### src/rtl/arbiter_request_agent_if.sv
// Handshake bundle between a request agent and its matrix arbiter.
// The master side drives pushes and arbiter grants; the slave side is the agent.
interface arbiter_request_agent_if #(
    parameter int unsigned NUM_REQUESTORS = 4,
    parameter int unsigned COUNT_WIDTH    = 4,
    parameter int unsigned STARVE_WIDTH   = 8
);
    logic [NUM_REQUESTORS-1:0]             push;
    logic [NUM_REQUESTORS-1:0]             grant;
    logic                                  grant_valid;
    logic [STARVE_WIDTH-1:0]               starve_limit;
    logic                                  clear_errors;
    logic [NUM_REQUESTORS-1:0]             req;
    logic [NUM_REQUESTORS*COUNT_WIDTH-1:0] pending_count;
    logic [NUM_REQUESTORS-1:0]             done;
    logic [NUM_REQUESTORS-1:0]             starved;
    logic [NUM_REQUESTORS-1:0]             overflow;
    logic                                  spurious_grant;

    modport master (
        output push, grant, grant_valid, starve_limit, clear_errors,
        input  req, pending_count, done, starved, overflow, spurious_grant
    );

    modport slave (
        input  push, grant, grant_valid, starve_limit, clear_errors,
        output req, pending_count, done, starved, overflow, spurious_grant
    );
endinterface

### src/rtl/arbiter_request_agent.sv
// Per-channel pending-transaction tracker feeding a matrix arbiter, with drain
// pulses, starvation detection and sticky overflow / grant-protocol error flags.
module arbiter_request_agent #(
    parameter int unsigned NUM_REQUESTORS = 4,
    parameter int unsigned COUNT_WIDTH    = 4,
    parameter int unsigned STARVE_WIDTH   = 8
) (
    input logic                    clk,
    input logic                    rst,
    arbiter_request_agent_if.slave bus
);

    localparam logic [COUNT_WIDTH-1:0]  CountMax = '1;
    localparam logic [COUNT_WIDTH-1:0]  CountOne = COUNT_WIDTH'(1);
    localparam logic [STARVE_WIDTH-1:0] WaitMax  = '1;

    logic [COUNT_WIDTH-1:0]    count_q [NUM_REQUESTORS];
    logic [COUNT_WIDTH-1:0]    count_d [NUM_REQUESTORS];
    logic [STARVE_WIDTH-1:0]   wait_q  [NUM_REQUESTORS];
    logic [STARVE_WIDTH-1:0]   wait_d  [NUM_REQUESTORS];
    logic [NUM_REQUESTORS-1:0] done_q, done_d;
    logic [NUM_REQUESTORS-1:0] overflow_q, overflow_d;
    logic                      spurious_q, spurious_d;

    logic [NUM_REQUESTORS-1:0] consume;
    logic [NUM_REQUESTORS-1:0] nonzero;
    logic [NUM_REQUESTORS-1:0] req;
    logic                      orphan_grant;
    logic                      multi_grant;
    logic                      valid_mismatch;

    // Request masks the last in-flight grant so the arbiter never over-grants.
    always_comb begin
        nonzero = '0;
        consume = '0;
        req     = '0;
        for (int i = 0; i < NUM_REQUESTORS; i++) begin
            nonzero[i] = (count_q[i] != '0);
            consume[i] = bus.grant[i] && nonzero[i];
            req[i]     = (count_q[i] > CountOne) ||
                         ((count_q[i] == CountOne) && !bus.grant[i]);
        end
    end

    always_comb begin
        overflow_d = bus.clear_errors ? '0 : overflow_q;
        done_d     = '0;
        for (int i = 0; i < NUM_REQUESTORS; i++) begin
            count_d[i] = count_q[i];
            if (bus.push[i] && !consume[i]) begin
                if (count_q[i] == CountMax) begin
                    overflow_d[i] = 1'b1;
                end else begin
                    count_d[i] = count_q[i] + CountOne;
                end
            end else if (!bus.push[i] && consume[i]) begin
                count_d[i] = count_q[i] - CountOne;
            end
            done_d[i] = (count_q[i] == CountOne) && (count_d[i] == '0);
        end
    end

    always_comb begin
        for (int i = 0; i < NUM_REQUESTORS; i++) begin
            wait_d[i] = wait_q[i];
            if (!nonzero[i] || bus.grant[i]) begin
                wait_d[i] = '0;
            end else if (req[i] && (wait_q[i] != WaitMax)) begin
                wait_d[i] = wait_q[i] + STARVE_WIDTH'(1);
            end
        end
    end

    always_comb begin
        orphan_grant   = |(bus.grant & ~nonzero);
        multi_grant    = (bus.grant & (bus.grant - NUM_REQUESTORS'(1))) != '0;
        valid_mismatch = bus.grant_valid != (|bus.grant);
        // A fresh violation wins over a same-cycle clear.
        if (orphan_grant || multi_grant || valid_mismatch) begin
            spurious_d = 1'b1;
        end else if (bus.clear_errors) begin
            spurious_d = 1'b0;
        end else begin
            spurious_d = spurious_q;
        end
    end

    always_ff @(posedge clk or negedge rst) begin
        if (!rst) begin
            for (int i = 0; i < NUM_REQUESTORS; i++) begin
                count_q[i] <= '0;
                wait_q[i]  <= '0;
            end
            done_q     <= '0;
            overflow_q <= '0;
            spurious_q <= 1'b0;
        end else begin
            for (int i = 0; i < NUM_REQUESTORS; i++) begin
                count_q[i] <= count_d[i];
                wait_q[i]  <= wait_d[i];
            end
            done_q     <= done_d;
            overflow_q <= overflow_d;
            spurious_q <= spurious_d;
        end
    end

    always_comb begin
        bus.pending_count = '0;
        bus.starved       = '0;
        for (int i = 0; i < NUM_REQUESTORS; i++) begin
            bus.pending_count[i*COUNT_WIDTH +: COUNT_WIDTH] = count_q[i];
            bus.starved[i] = (bus.starve_limit != '0) && (wait_q[i] >= bus.starve_limit);
        end
    end

    assign bus.req            = req;
    assign bus.done           = done_q;
    assign bus.overflow       = overflow_q;
    assign bus.spurious_grant = spurious_q;

endmodule

### src/flat_wrapper.sv
// flat-port wrapper written by rule: the top's interface ports become plain ports
module arbiter_request_agent_flat 
#(
    parameter int unsigned NUM_REQUESTORS = 4,
    parameter int unsigned COUNT_WIDTH    = 4,
    parameter int unsigned STARVE_WIDTH   = 8
)
  (clk, rst, bus_push, bus_grant, bus_grant_valid, bus_starve_limit, bus_clear_errors, bus_req, bus_pending_count, bus_done, bus_starved, bus_overflow, bus_spurious_grant);
  arbiter_request_agent_if #(.NUM_REQUESTORS(NUM_REQUESTORS), .COUNT_WIDTH(COUNT_WIDTH), .STARVE_WIDTH(STARVE_WIDTH)) bus_i ();
  input logic clk;
  input logic rst;
  input wire logic [$bits(bus_i.push)-1:0] bus_push;
  input wire logic [$bits(bus_i.grant)-1:0] bus_grant;
  input wire logic [$bits(bus_i.grant_valid)-1:0] bus_grant_valid;
  input wire logic [$bits(bus_i.starve_limit)-1:0] bus_starve_limit;
  input wire logic [$bits(bus_i.clear_errors)-1:0] bus_clear_errors;
  output wire logic [$bits(bus_i.req)-1:0] bus_req;
  output wire logic [$bits(bus_i.pending_count)-1:0] bus_pending_count;
  output wire logic [$bits(bus_i.done)-1:0] bus_done;
  output wire logic [$bits(bus_i.starved)-1:0] bus_starved;
  output wire logic [$bits(bus_i.overflow)-1:0] bus_overflow;
  output wire logic [$bits(bus_i.spurious_grant)-1:0] bus_spurious_grant;
  assign bus_i.push = bus_push;
  assign bus_i.grant = bus_grant;
  assign bus_i.grant_valid = bus_grant_valid;
  assign bus_i.starve_limit = bus_starve_limit;
  assign bus_i.clear_errors = bus_clear_errors;
  assign bus_req = bus_i.req;
  assign bus_pending_count = bus_i.pending_count;
  assign bus_done = bus_i.done;
  assign bus_starved = bus_i.starved;
  assign bus_overflow = bus_i.overflow;
  assign bus_spurious_grant = bus_i.spurious_grant;
  arbiter_request_agent #(.NUM_REQUESTORS(NUM_REQUESTORS), .COUNT_WIDTH(COUNT_WIDTH), .STARVE_WIDTH(STARVE_WIDTH)) u_core (.clk(clk), .rst(rst), .bus(bus_i));
endmodule
### config.mk
export PLATFORM = sky130hd
export DESIGN_NAME = arbiter_request_agent_flat
export DESIGN_NICKNAME = d
export VERILOG_FILES = /design/src/rtl/arbiter_request_agent_if.sv /design/src/rtl/arbiter_request_agent.sv /design/src/flat_wrapper.sv
export SDC_FILE = /design/constraint.sdc
export NUM_CORES = 1
export LEC_CHECK = 0
export BUFFER_PORTS_ARGS = -buffer_cell sky130_fd_sc_hd__clkbuf_2
export CAP_MARGIN = 20
export CORE_UTILIZATION = 50
export CTS_BUF_LIST = sky130_fd_sc_hd__clkbuf_8
export CTS_CLUSTER_SIZE = 20
export DETAILED_ROUTE_END_ITERATION = 8
export PLACE_DENSITY = 0.83
export SYNTH_ARGS = -nofsm -noshare
export SYNTH_HDL_FRONTEND = slang
export SYNTH_SLANG_ARGS = --single-unit
### constraint.sdc
create_clock -name clk -period 2 [get_ports clk]
set_input_delay 0.1 -clock clk [delete_from_list [all_inputs] [get_ports clk]]
set_output_delay 0.1 -clock clk [all_outputs]
set_load 0.05 [all_outputs]
==> flow_summary.yaml <==
outcome:
  outcome: "finished with violations"
  violations: "setup timing"
power_and_ir_drop:
  p_int_mw: 3.65
  p_leak_nw: 2.60
  power_frac_clock_pct: 18.5
  power_frac_seq_pct: 27.7
  switching_share_pct: 46.9
  pwr-share-comb_pct: 53.8
  ir_worst_vdd_mv: 0.827
  total_power_mw: 6.88
  p_per_area_mw_per_mm2: 1230
  power.switching_mw: 3.22
clock_tree:
  clock_path_buffers: 2
  cts_sinks: 57
  htreeDepth: 3
  cts_tree: "yes"
  cts.clk_slew.worst_paths_ns: 0.07
  numCtsBuffers: 9
  clockRootBuffer: "clkbuf_8"
  clk_latency_ns: 0.35
worst_setup_path:
  critPathKind: "reg2out"
  crit_required_ns: 1.90
  critPathMaxFanout: 3
  r2r_slack_ns: 0.01
  start_kind: "register"
  crit_arrival_ns: 2.00
  worstSetupEndpointType: "output port"
cells_and_area:
  drive_gt1_share_pct: 32.8
  final_core_util_pct: 64.3
  area_delta_synth_final_pct: 24.4
  final_nets: 615
  nFillCells: 636
  n_antenna_cell: 0
floorplanning:
  dieHeight_um: 96.9
  core_mm2: 0.00872
  fp.dieW_um: 96.9
  die_area_mm2: 0.00939
  initial_utilization_pct: 51.6
  io-pin-count: 53
  rows: 34
synth:
  synth_ff_type: "dfrtp_1"
  synth_nets: 533
  yosysSeqAreaShare_pct: 31.7
  ys_seq_elements: 57
  netlist_area_mm2: 0.00450
  synth_area_per_cell_um2: 9.77
  ys_warn_count: 0
  ys_async_sr_fraction_pct: 100
  synth_edf_count: 0
  synth_cells: 461
  synth_top_area_share_pct: 31.7
  synth_top_cell_by_area: "dfrtp_1"
  synth_cell_types: 76
  synth_area_leaders: "dfrtp_1 (32%), ha_1 (14%), xnor2_1 (3.9%)"
drt:
  drt-total-wl_mm: 11.8
  drtIter0Drc: 221
  first_pass_iters: 5
  post-route-drc-count: 0
  wl_per_cell_um: 17.9
  ant_nets: 0
  vias: 4033
  via_per_inst: 6.15
worst_hold_path:
  min_path_type: "in2reg"
global_routing:
  grt_usage_pct: 24.1
  grt_start_max_net_pins: 39
  antenna_found_initial: 0
  grt_pass1_vias: 3923
  overflow: 0
  grt_pass1_wl_mm: 18.6
place:
  dp_hpwl_mm: 7.77
  numPortBuffers: 52
  gp_congestion: 0.916
  pre_cts_slack_ns: 0.0577
run:
  drv_cap: 0
timing:
  rsz0062_at_grt: "true"
  period_minus_slack_ns: 2.10
  max-slew-margin-rel_pct: 62.2
  slew_violations: 0
  setup_slack_ns: -0.101
  tightest_slew_ns: 0.560
  fmax_mhz: 476
  hold_viol: 0
  fin_skew_ns: 0.0107
  hold_ws_ns: 0.105
  finalSetupViolCount: 2
  fin_crit_sh_pct: 105
  tns_ns: -0.115
==> final timing paths <==
path | startpoint | endpoint | cells past startpoint
setup / recovery | u_core.wait_q[29]$_DFFE_PN0P_ | bus_starved[0] | 6
hold / removal | bus_push[1] | u_core.bus.overflow[1]$_DFF_PN0_ | 2
setup reg to reg | u_core.wait_q[0]$_DFFE_PN0P_ | u_core.wait_q[3]$_DFFE_PN0P_ | 7
hold reg to reg | u_core.bus.overflow[1]$_DFF_PN0_ | u_core.bus.overflow[1]$_DFF_PN0_ | 1
max in group asynchronous | rst | u_core.bus.pending_count[5]$_DFF_PN0_ | 3
min in group asynchronous | rst | u_core.bus.pending_count[11]$_DFF_PN0_ | 2
==> sequential cells by signal, summed over array words and instances, names as in the netlist <==
signal                     cells
u_core.wait_q                 32
u_core.bus.done                4
u_core.bus.pending_count      16
u_core.bus.spurious_grant      1
u_core.bus.overflow            4
==> cell usage in the layout (no fill, tap or decap), types with 6 or more instances in the layout <==
master	count
o21ai_1	9
clkbuf_8	11
xnor2_1	20
nand2b_1	7
o21ai_0	6
a21oi_1	16
dfrtp_2	8
inv_2	6
ha_1	43
buf_4	28
a211oi_2	7
inv_1	21
nand3_1	18
nand2_1	28
clkbuf_2	47
nand4_1	10
dfrtp_1	49
a21o_1	10
ha_4	7
nor2_1	39
mux2i_1	9
xor2_1	10
==> critical path, stage by stage (launching register included) <==
cell and delay (ns):
dfrtp_1 0.42, ha_1 0.31, a21o_1 0.20, a211oi_1 0.30, o21ai_1 0.11, o211a_1 0.16
buf_8 0.16
==> routing by layer <==
layer	up-vias	share of wire [%]	GRT usage, %
met5	-	0	0
met2	138	51	41.3
met4	0	3.2	10.7
met3	38	3.6	3.18
met1	1980	42	30.3
li1	1877	-	-
==> synthesized netlist by cell type (all sizes together), types with 4 or more instances <==
library cell,count
nand4,10
dfrtp,57
o211a,4
or3b,4
and3,7
nor3,7
o21ai,16
nand2b,12
ha,52
nand2,29
a21o,10
mux2i,10
a21oi,20
a31oi,4
xor2,10
buf,10
a2111oi,4
and4,5
nor3b,7
nor4,6
o211ai,5
xnor2,20
o2111ai,4
nor2,40
inv,30
a211oi,12
nand3,18
==> power groups by stage <==
stage	sequential, mW	combinational (mW)	clock [mW]
floorplan	2.37	1.96	0
global placement	1.87	3.10	0
detailed placement	1.90	3.20	0
CTS	1.86	3.33	1.27
global route	1.95	3.98	1.33
finish	1.91	3.70	1.27
==> cell type report <==
cell class / instances / area [um^2] / area share (%)
clock buffers: 11 / 151 / 2.70
multi-input cells: 361 / 3110 / 55.5
well taps: 108 / 135 / 2.41
flip-flops and latches: 57 / 1440 / 25.6
repair buffers: 84 / 573 / 10.2
inverters: 30 / 120 / 2.14
clock inverters: 5 / 77.6 / 1.38
==> per-stage QoR <==
| step | area, um^2 | instances |
|---|---|---|
| finish | 5600 | 656 |
| global route | 5600 | 656 |
| CTS | 5330 | 646 |
| detailed placement | 4940 | 620 |
| global placement | 4940 | 620 |
| floorplan | 4540 | 461 |
==> logic make-up (layout without fill, tap and decap cells) <==
logic type | after synthesis | after routing | share of synthesized area, %
xor+xnor | 30 | 30 | 5.83
mux | 13 | 13 | 3.06
buf+inv | 43 | 130 | 4.67
flops | 57 | 57 | 31.7
simple gates | 159 | 159 | 21.7
compound gates | 107 | 107 | 18.7
fa+ha+maj | 52 | 52 | 14.4
==> repair_timing <==
item / in CTS / in global routing
endpoints found under the setup margin: 6 / 24
gates resized for setup: 20 / 40
cloned: 0 / 0
buffers inserted: 8 / 10
hold endpoints to repair: 20 / 0
pin swaps: 11 / 14
hold buffers: 2 / 0
Power figures use the tool's default switching activity.
